## config.mk

```make
export PLATFORM = sky130hd
export DESIGN_NAME = clksel_ctrl
export DESIGN_NICKNAME = d
export VERILOG_FILES = /design/src/rtl/clksel_ctrl.sv
export SDC_FILE = /design/constraint.sdc
export NUM_CORES = 1
export LEC_CHECK = 0
export BUFFER_PORTS_ARGS = -buffer_cell sky130_fd_sc_hd__buf_4
export CAP_MARGIN = 20
export CORE_MARGIN = 2
export CORE_UTILIZATION = 43
export DETAILED_ROUTE_END_ITERATION = 10
export GPL_ROUTABILITY_DRIVEN = 0
export PLACE_DENSITY = 0.71
export SYNTH_ARGS = -nofsm -noshare
export SYNTH_HDL_FRONTEND = slang
export SYNTH_SLANG_ARGS = --single-unit
```

## constraint.sdc

```tcl
create_clock -name hsclk_in -period 1.6 [get_ports hsclk_in]
set_clock_uncertainty 0.1 [all_clocks]
set_input_delay 0.16 -clock hsclk_in [delete_from_list [all_inputs] [get_ports hsclk_in]]
set_output_delay 0.16 -clock hsclk_in [all_outputs]
set_load 0.02 [all_outputs]
```

## src/rtl/clksel_ctrl.sv

```systemverilog
`default_nettype none
// +------------------------------------------------------------------------+
// | clksel_ctrl : per-bus-cycle high/low speed clock policy with shadowed   |
// |               divider configuration and hysteresis.   Rev 1.0          |
// +------------------------------------------------------------------------+
module clksel_ctrl #(
  parameter logic [23:0] CFG_ADDR    = 24'h00FE4E,
  parameter logic [15:0] IO_LO       = 16'hFC00,
  parameter logic [15:0] HS_TOP      = 16'h8000,
  parameter int          HOLD_CYCLES = 4,
  parameter int          SETTLE      = 16
) (
  input  logic        hsclk_in,
  input  logic        rst,
  input  logic        cyc_valid,
  input  logic [23:0] addr,
  input  logic        rnw,
  input  logic [7:0]  wdata,
  output logic        hsclk_sel,
  output logic [1:0]  hsclk_div_sel,
  output logic [1:0]  cpuclk_div_sel,
  output logic [7:0]  cfg_rdata
);

  localparam logic [3:0] c_HOLD   = HOLD_CYCLES[3:0];
  localparam logic [7:0] c_SETTLE = SETTLE[7:0];

  typedef enum logic [1:0] {
    ST_LS      = 2'd0,
    ST_HS      = 2'd1,
    ST_LS_HOLD = 2'd2
  } state_t;

  state_t     r_state;
  logic       r_hsclk_sel;
  logic [3:0] r_hold;
  logic [7:0] r_settle;
  logic       r_hs_en;
  logic [1:0] r_hs_sh;
  logic [1:0] r_cpu_sh;
  logic [1:0] r_hs_div;
  logic [1:0] r_cpu_div;

  logic w_bank0;
  logic w_ls_region;
  logic w_hs_region;
  logic w_cfg_wr;
  logic w_settled;
  logic w_ready;
  logic w_unused;

  // The I/O window is always slow, even if it were configured below HS_TOP.
  assign w_bank0     = (addr[23:16] == 8'h00);
  assign w_ls_region = w_bank0 & ((addr[15:0] >= HS_TOP) | (addr[15:0] >= IO_LO));
  assign w_hs_region = ~w_ls_region;
  assign w_cfg_wr    = cyc_valid & ~rnw & (addr == CFG_ADDR);
  assign w_settled   = (r_settle == c_SETTLE);
  assign w_ready     = r_hs_en & w_settled & (r_hs_div == r_hs_sh) & (r_cpu_div == r_cpu_sh);
  assign w_unused    = ^wdata[7:5];

  always_ff @(posedge hsclk_in) begin
    if (rst) begin
      r_state     <= ST_LS;
      r_hsclk_sel <= 1'b0;
      r_hold      <= 4'd0;
    end else if (cyc_valid) begin
      case (r_state)
        ST_LS: begin
          if (w_hs_region & w_ready) begin
            r_state     <= ST_HS;
            r_hsclk_sel <= 1'b1;
          end
        end
        ST_HS: begin
          if (w_ls_region | ~r_hs_en) begin
            r_state     <= ST_LS_HOLD;
            r_hsclk_sel <= 1'b0;
            r_hold      <= c_HOLD;
          end
        end
        ST_LS_HOLD: begin
          // Any slow access restarts the hysteresis window.
          if (w_ls_region) begin
            r_hold <= c_HOLD;
          end else if (r_hold > 4'd1) begin
            r_hold <= r_hold - 4'd1;
          end else begin
            r_state <= ST_LS;
            r_hold  <= 4'd0;
          end
        end
        default: begin
          r_state     <= ST_LS;
          r_hsclk_sel <= 1'b0;
          r_hold      <= 4'd0;
        end
      endcase
    end
  end

  always_ff @(posedge hsclk_in) begin
    if (rst) begin
      r_hs_en   <= 1'b0;
      r_hs_sh   <= 2'd0;
      r_cpu_sh  <= 2'd0;
      r_settle  <= 8'd0;
      r_hs_div  <= 2'd0;
      r_cpu_div <= 2'd0;
    end else begin
      if (w_cfg_wr) begin
        r_hs_en  <= wdata[0];
        r_hs_sh  <= wdata[2:1];
        r_cpu_sh <= wdata[4:3];
      end
      if (r_hsclk_sel) begin
        r_settle <= 8'd0;
      end else if (!w_settled) begin
        r_settle <= r_settle + 8'd1;
      end
      // Dividers may only move while parked and settled on the slow clock.
      if (~r_hsclk_sel & w_settled) begin
        r_hs_div  <= r_hs_sh;
        r_cpu_div <= r_cpu_sh;
      end
    end
  end

  assign hsclk_sel      = r_hsclk_sel;
  assign hsclk_div_sel  = r_hs_div;
  assign cpuclk_div_sel = r_cpu_div;
  assign cfg_rdata      = {r_hsclk_sel, 2'b00, r_cpu_sh, r_hs_sh, r_hs_en};

endmodule
`default_nettype wire
```

[After elaboration in Yosys (flattened, before gate mapping)]
Index checks and enable logic that the tools add are counted.
Operators by class
  $add $sub $neg: 2
  magnitude comparators: 3
  equality and inequality tests: 10
  multiplexer cells: 12
  bitwise gates (word level): 16
  reduce and logical (&&, ||, !) cells: 6
Operators by type and width (count)
  $ge 16x16->1 const B: 2
  $eq 24x16->1 const B: 1
  $mux 4: 3
  $pmux 4 s3: 1
  $add 8x1->8 const B: 1
  $and 1x1->1: 8
  $eq 8x5->1 const B: 1
  $logic_not 8->1: 1
  $mux 2: 4
  $ne 2x2->1 const B: 4
  $not 1->1: 6
  $pmux 2 s3: 1
  $reduce_and 5->1: 1
  $eq 2x2->1: 2
  $gt 4x1->1 const B: 1
  $reduce_and 4->1: 1
  $sub 4x1->4 const B: 1
  $pmux 1 s3: 1
  $reduce_and 3->1: 1
  $eq 2x1->1 const B: 1
  $eq 2x2->1 const B: 1
  $logic_not 2->1: 1
  $mux 1: 2
  $or 1x1->1: 2
  $reduce_or 2->1: 1
Storage, ports and cells
  flip-flop bits (word level): 24
  bits of input ports: 36
  output and inout bits: 13
  logic and storage cells: 58

[Longest topological paths before layout]
  depth after elaboration: 7
  mapped depth: 7
  gate-level depth less buffers: 7

[Worst setup path after synthesis]
OpenSTA, ideal clock, no wires.
  path kind: reg2reg
  from: register r_settle[0]
  to: register r_state[0]
  setup time: 0.091 ns
  arrival: 1.568 ns
  required time: 1.409 ns
  slack: -0.159 ns
  cell stages (with the launch flop): 8
  buffers on the path: 0
  clock period less this slack: 1.759 ns
  path through: dfxtp_1 -> inv_1 -> ha_1 -> and4bb_2 -> nand2_2 -> nor4_1 -> a31oi_1 -> a311oi_1
On the way
  word-level cells in the longest chain between the ends: 7
RTL lines
  start, declared: RTL line 37  | logic [7:0] r_settle;
  start signal, assigned: RTL line 118  | r_settle <= r_settle + 8'd1;
  $eq 8x5->1: RTL line 57  | assign w_settled = (r_settle == c_SETTLE);
  $and 1x1->1 (3 in a row): RTL line 58  | assign w_ready = r_hs_en & w_settled & (r_hs_div == r_hs_sh) & (r_cpu_div == r_cpu_sh);
  $and 1x1->1: RTL line 69  | if (w_hs_region & w_ready) begin
  $ne 2x2->1 (no line)
  $reduce_and 5->1 (no line)
  end signal, assigned: RTL line 63  | r_state <= ST_LS;
  end signal, assigned: RTL line 70  | r_state <= ST_HS;
  end signal, assigned: RTL line 76  | r_state <= ST_LS_HOLD;
  end, declared: RTL line 34  | state_t r_state;
Every way passes these cells.
A chain may end at the register's enable or synchronous reset.

[Worst setup path after layout]
  from: register r_settle[1]
  to: register r_state[0]
Same word-level chain as after synthesis.

==> impl_metrics.toml <==
[setup_path]
critPathKind = "reg -> reg"
cp.required_ns = 1.74
worst-path-max-fanout = 3
critPathBufInv = 1
crit_family = "simple AND/OR/NAND/NOR gates"
cp-start-kind = "flip-flop"
worst_setup_path_end_kind = "flip-flop"
path_cells = "inv_2, ha_4, and4bb_2, nand2_2, nor4_4, a31oi_1, a311oi_1"
critPathArrivalTime_ns = 1.76
cpPeakStageDelay_ns = 0.36
cp_slowest_cell = "dfxtp_2"

[clock_network]
cts_made_buffers = 3
clk_transition_reported_paths_ns = 0.13
htree_levels = 1
cts-root-buf = "clkbuf_4"
clock_path_buffers = 2
cts_tree = "yes"
cts_sinks = 24
clock_latency_ns = 0.32

[sta]
final.setup.tns_ns = -0.02582
setup_viol_count_final = 2
worst_hold_slack_ns = 0.05535
finalMaxSlewViolations = 0
finalWorstSetupSlack_ns = -0.01932
fmaxAchievable_mhz = 617.5
rsz0062_at_grt = "true"
fin_crit_sh = 1.012
min_period_ns = 1.619
hold_violations = 0

[global_route]
grt_pass1_wl_mm = 5.754
grt_use_total = 0.2167
antenna_found_initial = 0
grt_start_max_net_pins = 23
gr-total-overflow = 0
grt_pass1_vias = 1372

[route]
wl_per_cell_microns = 13.83
drt_drc_violations_left = 0
routed_wirelength_mm = 3.472
dr.pass1.iters = 4
drt-initial-drc-count = 40
viasPerCell = 5.227
ant_nets = 0
dr_total_vias = 1312

[cells_and_area]
area_growth_pct = 57.75
final_nets = 264
stdcell_area_sq_um = 2051
n_antenna_cell = 0
regArea_sq_um = 490.5
fill_cells = 215
drive_gt1_frac = 0.4682
multi_input_area_sq_um = 879.6

[power_and_ir_drop]
p_total_mw = 1.192
p_leak_nw = 0.8997
pwr_density_cell_nw_per_um2 = 581.2
vdd_drop_max_mv = 0.6968

[synthesis]
yosysTopAreaCellShare = 0.3696
syn-cell-area_sq_um = 1300
yosys_warnings = 0
seq_area_frac_synth = 0.3696
syn_avg_cell_area_sq_um = 8.553
synthCells = 152
yosysTopAreaCell = "dfxtp_1"
ys_types = 37
ys_ff_latch = 24
synthTopCellsByArea = "dfxtp_1 37%, ha_1 6.7%, mux2i_1 5.4%, nor2_1 4.9%, xnor2_1 4.7%"

[die]
io_pins = 49
core.rowCount = 19
die_w_microns = 58.99
die_y_microns = 58.99
die-area_sq_um = 3479
core_sq_um = 2805
start_util = 0.4634

[outcome]
outcome = "complete, but fails checks"
violations = "negative setup slack"

[place]
place_ws_ns = -0.2713
dpl_cell_area_sq_um = 1770
portBuffers = 43
hpwl_mm = 2.447

[flow_run]
drv_cap = 0

[hold_path]
min_path_type = "in -> reg"
-- state kept, by name (all words and copies together), names as in the netlist --
signal	count
r_hs_en	1
r_cpu_sh	2
hsclk_div_sel	2
hsclk_sel	1
r_settle	8
r_hold	4
cpuclk_div_sel	2
r_hs_sh	2
r_state	2
-- timing repair --
item / 4_1_cts / 5_1_grt
gates cloned: 0 / 0
pin swaps: 3 / 9
hold endpoints to repair: 5 / 0
setup endpoints to repair: 7 / 15
setup buffers: 1 / 3
hold buffers: 5 / 0
resized for setup: 18 / 22
-- where the power goes --
| part | switching (mW) | internal, mW |
|---|---|---|
| Clock | 0.191 | 0.254 |
| Sequential | 0.00627 | 0.604 |
| Combinational | 0.0518 | 0.0855 |
-- per-stage QoR --
step / utilization / instances
floorplan: - / 153
global placement: 0.6311 / 238
detailed placement: 0.6311 / 238
CTS: 0.6927 / 248
global route: 0.7310 / 251
finish: 0.7310 / 251
-- layer usage --
metal / share of wire / GRT usage
met1: 0.39 / 0.2278
met2: 0.55 / 0.4111
met3: 0.043 / 0.05459
met4: 0.017 / 0.07792
met5: 0 / 0
-- cell usage in the layout, fill, tap and decap left out, types with 3 or more instances in the layout --
| master | count |
|---|---|
| nand2b_1 | 3 |
| inv_1 | 3 |
| dlygate4sd3_1 | 5 |
| buf_4 | 65 |
| nand2_1 | 10 |
| clkbuf_4 | 3 |
| xnor2_1 | 7 |
| dfxtp_2 | 5 |
| mux2i_1 | 7 |
| a21oi_1 | 8 |
| ha_4 | 5 |
| nor2_1 | 15 |
| o21ai_0 | 4 |
| xor2_1 | 4 |
| nand3_1 | 5 |
| inv_2 | 6 |
| nor4_1 | 3 |
| nor3_1 | 7 |
| dfxtp_1 | 18 |
-- final timing paths --
| check | startpoint | endpoint | slack, ns | cells after the start |
|---|---|---|---|---|
| max | r_settle[1] | r_state[0] | -0.02 | 7 |
| min | rst | r_hold[1] | 0.06 | 2 |
| max reg2reg | r_settle[1] | r_state[0] | -0.02 | 7 |
| min reg2reg | r_hs_sh[1] | hsclk_div_sel[1] | 0.41 | 2 |
-- cells in the mapped netlist --
master and instances:
dfxtp_1 24, nand2_1 11, xnor2_1 7, o21a_1 1, a211oi_1 1, and4bb_2 1
nor3_1 8, clkbuf_1 3, nor3b_1 1, a31oi_1 1, inv_1 10, xor2_1 4
o41ai_1 2, nand3_1 6, nand2b_1 3, conb_1 1, o211ai_4 1, nand2_2 1
or4_1 1, buf_6 1, nor4_1 4, a311oi_1 1, o21ai_0 4, buf_4 4
and4b_1 1, a211o_1 1, nand3b_1 1, ha_1 7, nor2_1 17, o211ai_1 1
o311ai_0 1, o211a_1 1, a21oi_1 9, o31ai_1 1, nand4_1 2, mux2i_1 7
and3_1 2
-- cells by family after synthesis --
| group | after synthesis | synth area share |
|---|---|---|
| compound gates | 25 | 0.1357 |
| xor+xnor | 11 | 0.07411 |
| fa+ha+maj | 7 | 0.06737 |
| buf+inv | 18 | 0.06930 |
| flops | 24 | 0.3696 |
| mux | 7 | 0.05390 |
| other cells | 1 | 0.002885 |
| simple gates | 59 | 0.2271 |
-- final cells by class --
type,instances,area share
multi-input combinational,111,0.4289
tap,31,0.01891
inverter,10,0.01952
timing repair buffer,71,0.2678
clock buffer,3,0.01098
clock inverter,1,0.01464
sequential,24,0.2392
Power figures use the tool's default switching activity.
